[src/rtl/cnt_seq_ctrl.sv]
// cnt_seq_ctrl: sequencing controller for one external binary counter.
// On an accepted start it preloads the counter (set_n low for one cycle),
// lets it run for run_len increments, honours pause/abort, then pulses done.
//
// Ports
//   sys_clk, sys_rst_n        clock, async active-low reset
//   start, load_val, run_len  command (sampled only in IDLE)
//   pause                     hold counter while in RUN
//   abort                     end active sequence without done
//   cnt                       counter feedback (wrap detection)
//   set_n, stop, D            counter control
//   busy, done, wrapped       status
//   remaining                 increments still to run
module cnt_seq_ctrl #(
  parameter int WIDTH = 4
) (
  input  logic             sys_clk,
  input  logic             sys_rst_n,
  input  logic             start,
  input  logic [WIDTH-1:0] load_val,
  input  logic [WIDTH-1:0] run_len,
  input  logic             pause,
  input  logic             abort,
  input  logic [WIDTH-1:0] cnt,
  output logic             set_n,
  output logic             stop,
  output logic [WIDTH-1:0] D,
  output logic             busy,
  output logic             done,
  output logic             wrapped,
  output logic [WIDTH-1:0] remaining
);

  typedef enum logic [1:0] {IDLE, LOAD, RUN, DONE} state_e;

  state_e           state_q;
  logic [WIDTH-1:0] ld_q;
  logic [WIDTH-1:0] len_q;
  logic [WIDTH-1:0] rem_q;
  logic             wrap_q;

  // An increment happens on every RUN edge the counter is not held.
  logic inc;
  assign inc = (state_q == RUN) && !pause;

  always_ff @(posedge sys_clk or negedge sys_rst_n) begin
    if (!sys_rst_n) begin
      state_q <= IDLE;
      ld_q    <= '0;
      len_q   <= '0;
      rem_q   <= '0;
      wrap_q  <= 1'b0;
    end else begin
      case (state_q)
        IDLE: begin
          if (start) begin
            ld_q    <= load_val;
            len_q   <= run_len;
            wrap_q  <= 1'b0;
            state_q <= LOAD;
          end
        end
        LOAD: begin
          if (abort) begin
            rem_q   <= '0;
            state_q <= IDLE;
          end else begin
            rem_q   <= len_q;
            state_q <= (len_q == '0) ? DONE : RUN;
          end
        end
        RUN: begin
          // abort wins over both pause and completion; wrapped is left as is
          if (abort) begin
            rem_q   <= '0;
            state_q <= IDLE;
          end else if (inc) begin
            rem_q <= rem_q - WIDTH'(1);
            if (cnt == {WIDTH{1'b1}}) wrap_q <= 1'b1;
            if (rem_q == WIDTH'(1)) state_q <= DONE;
          end
        end
        DONE: begin
          // start is not sampled here, so a start on this edge is dropped
          if (abort) rem_q <= '0;
          state_q <= IDLE;
        end
        default: state_q <= IDLE;
      endcase
    end
  end

  // Moore decode from the state register; only stop in RUN follows pause.
  assign set_n     = (state_q != LOAD);
  assign stop      = (state_q == RUN) ? pause : 1'b1;
  assign D         = ld_q;
  assign busy      = (state_q != IDLE);
  assign done      = (state_q == DONE);
  assign wrapped   = wrap_q;
  assign remaining = rem_q;

endmodule

[config.mk]
export PLATFORM = sky130hd
export DESIGN_NAME = cnt_seq_ctrl
export DESIGN_NICKNAME = d
export VERILOG_FILES = /design/src/rtl/cnt_seq_ctrl.sv
export SDC_FILE = /design/constraint.sdc
export NUM_CORES = 1
export LEC_CHECK = 0
export CAP_MARGIN = 40
export CORE_MARGIN = 3
export CORE_UTILIZATION = 38
export CTS_BUF_LIST = sky130_fd_sc_hd__clkbuf_8 sky130_fd_sc_hd__clkbuf_16
export DETAILED_ROUTE_END_ITERATION = 10
export HOLD_SLACK_MARGIN = 0.05
export PLACE_DENSITY = 0.74
export SYNTH_ARGS = -nofsm -noshare
export SYNTH_HDL_FRONTEND = slang
export SYNTH_SLANG_ARGS = --single-unit
[constraint.sdc]
create_clock -name sys_clk -period 1.5 [get_ports sys_clk]
set_input_delay 0.3 -clock sys_clk [delete_from_list [all_inputs] [get_ports sys_clk]]
set_output_delay 0.3 -clock sys_clk [all_outputs]
set_load 0.03 [all_outputs]
* Yosys cells after proc, flatten, opt, wreduce, memory -nomap -nowiden
Index checks and enable logic that the tools add are counted.
** Word-level totals
- Bits in registers :: 15
- Output and inout port bits :: 13
** Cells by class
- Add/sub/neg operators :: 1
- Equal/unequal tests :: 13
- Reductions and logical operators :: 11
- Mux-type cells :: 18
** Operators by type and width (count)
- two-way mux 4 bit :: 4
- one-hot mux 4 bit (3 select lines) :: 1
- two-way mux 2 bit :: 5
- inequality test 2 bit, second input constant :: 4
- one-hot mux 2 bit (4 select lines) :: 1
- two-way mux 1 bit :: 6
- AND reduction 3 bit :: 2
- AND reduction 5 bit :: 1
- equality test 2 bit, second input constant :: 2
- equality test 4 x 1 -> 1 bit, second input constant :: 1
- equality test 4 bit, second input constant :: 1
- logical NOT 4 bit :: 1
- inequality test 2 x 1 -> 1 bit, second input constant :: 2
- nonzero test 2 bit :: 2
- subtractor 4 x 1 -> 4 bit, second input constant :: 1
- inequality test 3 x 2 -> 1 bit, second input constant :: 1
- inequality test 3 bit, second input constant :: 1
- nonzero test 3 bit :: 1
- equality test 2 x 1 -> 1 bit, second input constant :: 1
- logical NOT 2 bit :: 1
- one-hot mux 1 bit (2 select lines) :: 1
- AND reduction 2 bit :: 1
- logical AND 1 bit :: 1
- logical NOT 1 bit :: 1

* Longest topological paths before layout
Gate-level depths: netlist of run 1.
- Depth after elaboration :: 5
- Mapped depth :: 4
- Depth with buffers taken out :: 4

* Worst setup path before layout of run 1
Ideal clock, no wire load.
- Kind :: reg-to-reg
- From :: reg state_q[1]
- To :: reg ld_q[0], in the netlist D[0]
- Path slack :: -0.040 ns
- Required time :: 1.375 ns
- Arrival time :: 1.415 ns
- Buffers on the path :: 1
- Stages on the path, launching flop included :: 5
- Path through :: dfrtp_1 > buf_4 > or2_2 > nor2_8 > mux2_2
** On the way
- Longest elaborated chain between the ends :: 2
** RTL lines
- from (decl) :: line 36 : state_e state_q;
- from (signal assigned) :: line 69 : state_q <= (len_q == '0) ? DONE : RUN;
- logical NOT 2 bit :: line 54 : case (state_q)
- AND reduction 2 bit (no source line)
- to (signal assigned) :: line 57 : ld_q <= load_val;
- to (decl) :: line 37 : logic [WIDTH-1:0] ld_q;
No other way between the ends.
A chain may end at the register's enable or synchronous reset.

* Final worst setup path of run 1
- From :: reg state_q[0]
- To :: out stop
** On the way
- Longest elaborated chain between the ends :: 2
** RTL lines
- equality test 2 bit :: line 95 : assign stop = (state_q == RUN) ? pause : 1'b1;
- two-way mux 1 bit :: line 95
- to (decl) :: line 26 : output logic stop,
No other way between the ends.

==> results of run 1 <==
-- power groups by stage --
| stage | clock network (mW) | logic (mW) | registers, mW |
|---|---|---|---|
| detailed placement | 0 | 1.03 | 0.652 |
| finish | 0.333 | 1.21 | 0.646 |
| floorplan | 0 | 0.405 | 0.817 |
| global route | 0.365 | 1.29 | 0.668 |
| global placement | 0 | 1.01 | 0.641 |
| CTS | 0.343 | 1.12 | 0.645 |
-- placed cells by master, fill, tap and decap left out, drive strengths merged, types with 3 or more instances in the layout --
cell           netlist  routed
buf                  1      23
clkbuf               0       3
clkdlybuf4s50        0      15
dfrtp               15      15
dlygate4sd2          0      10
inv                  5       5
mux2                 9       9
nor2                 2       3
o2bb2ai              3       3
-- area by class of cell --
class                           instances  area, sq um
Tap cell                               25         31.3
Fill cell                             132          454
Multi-Input combinational cell         41          449
Timing Repair Buffer                   48          445
Clock inverter                          1         5.00
Sequential cell                        15          375
Clock buffer                            3         41.3
Inverter                                5         18.8
-- worst max-delay path: cells and delay by family (launching register included) --
kind          cells  cell delay [ns]
simple gates      1             0.40
flops             1             0.41
buf+inv           1             0.18
-- cells by family (layout without fill, tap and decap cells) --
| kind of cell | after synthesis | after routing | synth area share (%) |
|---|---|---|---|
| buffers and inverters | 6 | 57 | 3.44 |
| and+or+nand+nor | 16 | 17 | 16.4 |
| DFF | 15 | 15 | 49.1 |
| AOI/OAI and AO/OA | 11 | 11 | 11.5 |
| muxes | 11 | 11 | 16.4 |
| adders and majority gates | 2 | 2 | 3.27 |
-- stage by stage --
| step | cell area (sq um) | setup WS, ns | utilization (%) | hold slack [ns] | total power, mW |
|---|---|---|---|---|---|
| 3_3_place_gp | 1170 | -0.497 | 64.5 | 0.491 | 1.65 |
| 2_1_floorplan | 767 | 0.0265 | - | 0.00441 | 1.22 |
| 3_5_place_dp | 1170 | -0.498 | 64.5 | 0.496 | 1.68 |
| 4_1_cts | 1320 | -0.155 | 72.6 | 0.360 | 2.10 |
| 6_report | 1370 | -0.0352 | 75.1 | 0.354 | 2.19 |
| 5_1_grt | 1370 | -0.0776 | 75.1 | 0.372 | 2.32 |
-- state kept, by name, indices dropped and copies added, names as in the netlist --
signal     cells
D              4
len_q          4
remaining      4
state_q        2
wrapped        1
-- how the worst min path moves through the flow --
stage,startpoint,end
global route,sys_rst_n,D[1]$_DFFE_PN0P_
CTS,sys_rst_n,D[1]$_DFFE_PN0P_
floorplan,sys_rst_n,D[0]$_DFFE_PN0P_
detailed placement,D[3]$_DFFE_PN0P_,D[3]$_DFFE_PN0P_
global placement,D[0]$_DFFE_PN0P_,D[0]$_DFFE_PN0P_
finish,sys_rst_n,remaining[1]$_DFFE_PN0P_
-- what timing repair did --
item / in CTS / in global routing
pin swaps: 2 / 1
gates resized for setup: 35 / 10
endpoints found under the setup margin: 21 / 18
cloned: 1 / 0
buffers inserted: 5 / 1
-- per-layer routing --
metal	part of all wire [%]	global-route usage [%]
met1	41	25.0
met5	0	0
met2	52	35.0
met3	5.1	4.37
met4	1.2	6.73
==> impl_metrics.py, run 1 <==
metrics = {
    "status": {
        "outcome": "finished, violations left",
        "violations": "negative setup slack",
    },
    "timing": {
        "setup_viol": 11,
        "min_period_ns": 1.54,
        "worst_slew_pin_slew_ns": 0.360,
        "skew_ns": 0.00311,
        "final_max_slew_viol_count": 0,
        "setup_tns_ns": -0.194,
        "maxSlewHeadroom_pct": 75.6,
        "grt_setup_unrepaired": "true",
        "min_period_over_period_pct": 102,
        "max_freq_ghz": 0.651,
        "worst_slack_ns": -0.0352,
        "hold_violations": 0,
    },
    "power": {
        "p_per_area_mw_per_mm2": 1600,
        "p_int_mw": 1.33,
        "leakage_nw": 0.645,
        "power_switching_uw": 862,
        "p_sw_share_pct": 39.3,
        "power_frac_seq_pct": 29.5,
        "p_clk_share_pct": 15.2,
        "max-vdd-ir-drop_v": 0.000825,
        "pwr-share-comb_pct": 55.3,
    },
    "logic_synthesis": {
        "syn-instance-count": 61,
        "synth_edf_count": 0,
        "synth.top_cell.area_share_pct": 49.1,
        "async_flop_share_pct": 100,
        "yosys_warnings": 0,
        "ys_ff_latch": 15,
        "ys_types": 30,
        "yosysTopAreaCell": "dfrtp_1",
        "yosysMostFrequentCell": "dfrtp_1",
        "netlist_top_cells_area": "dfrtp_1 (49%), mux2_2 (12%), o2bb2ai_1 (3.4%), ha_1 (3.3%), mux2i_1 (2.6%)",
        "synthTopCellsByCount": "dfrtp_1 (15), mux2_2 (8), inv_1 (5), o2bb2ai_1 (3)",
        "synth_nets": 80,
        "syn_avg_cell_area_sq_um": 12.5,
        "synthesis.area_sq_um": 764,
        "synth_seq_area_share_pct": 49.1,
        "synth_flop_cell": "dfrtp_1",
    },
    "clocking": {
        "h-tree-depth": 1,
        "cts.clk_slew.worst_paths_ns": 0.06,
        "cts.path.max_buffers": 2,
        "cts-buffers-inserted": 3,
        "insertion_delay_ns": 0.25,
        "hold_buffers": 0,
        "cts_sinks": 15,
        "cts_tree": "built",
        "clockRootBuffer": "clkbuf_8",
    },
    "setup_path": {
        "ff2ff_path_depth": 5,
        "crit_fanout": 2,
        "worstPathCellList": "or3b_4 -> buf_4",
        "worstReg2RegStart": "state_q[1]$_DFFE_PN0P_",
        "critPathLaunch": "state_q[0]$_DFFE_PN0P_",
        "cp-endpoint": "stop",
        "end_kind": "output pin",
        "start_kind": "flip-flop",
        "worst_path_max_delay_cell": "dfrtp_1",
        "cp_data_arrival_time_ns": 1.24,
        "r2r_setup_slack_ns": -0.02,
        "cp.required_ns": 1.20,
        "cpPeakStageDelay_ns": 0.41,
        "r2r_end": "D[3]$_DFFE_PN0P_",
        "path_class": "reg -> out",
    },
    "finish": {
        "fin_cells": 138,
        "drive_above_1_share_pct": 43.4,
        "syn2layout_area_growth_pct": 78.7,
        "diodes": 0,
        "nNetsFinal": 133,
    },
    "floorplanning": {
        "core_sq_mm": 0.00182,
        "rows": 15,
        "die_area_sq_mm": 0.00259,
        "pin_count": 30,
        "start_util_pct": 42.0,
        "die_x_um": 50.9,
        "die_y_um": 50.9,
    },
    "detailed_routing": {
        "drt_wl_total_mm": 2.32,
        "vias": 730,
        "first_pass_iters": 6,
        "wl_per_cell_um": 16.8,
        "final_antenna_net_count": 0,
        "drt-initial-drc-count": 15,
        "viasPerCell": 5.29,
        "drc": 0,
    },
    "global_routing": {
        "grt_pass1_wl_mm": 3.84,
        "grt.total_usage_pct": 20.3,
        "gr-total-overflow": 0,
        "antenna_found_initial": 0,
        "grt_pass1_vias": 782,
        "grt_max_degree": 16,
    },
    "placed_design": {
        "dp_hpwl_mm": 1.45,
        "place.gp.congestion": 0.886,
        "port_buffers": 29,
        "place_inst": 127,
    },
    "job": {
        "max-cap-violations": 0,
    },
    "min_path": {
        "hold_class": "in -> async",
    },
}
Power figures use the tool's default switching activity.
==> inputs of run 2 (changes only) <==
SLEW_MARGIN = 20   (was not set)
==> results of run 2 <==
Final layout, timing and power as in run 1 (identical DEF).
==> inputs of run 3 (changes only) <==
ABC_AREA = 0   (was not set)
==> results of run 3 <==
Final layout, timing and power as in run 1 (identical DEF).
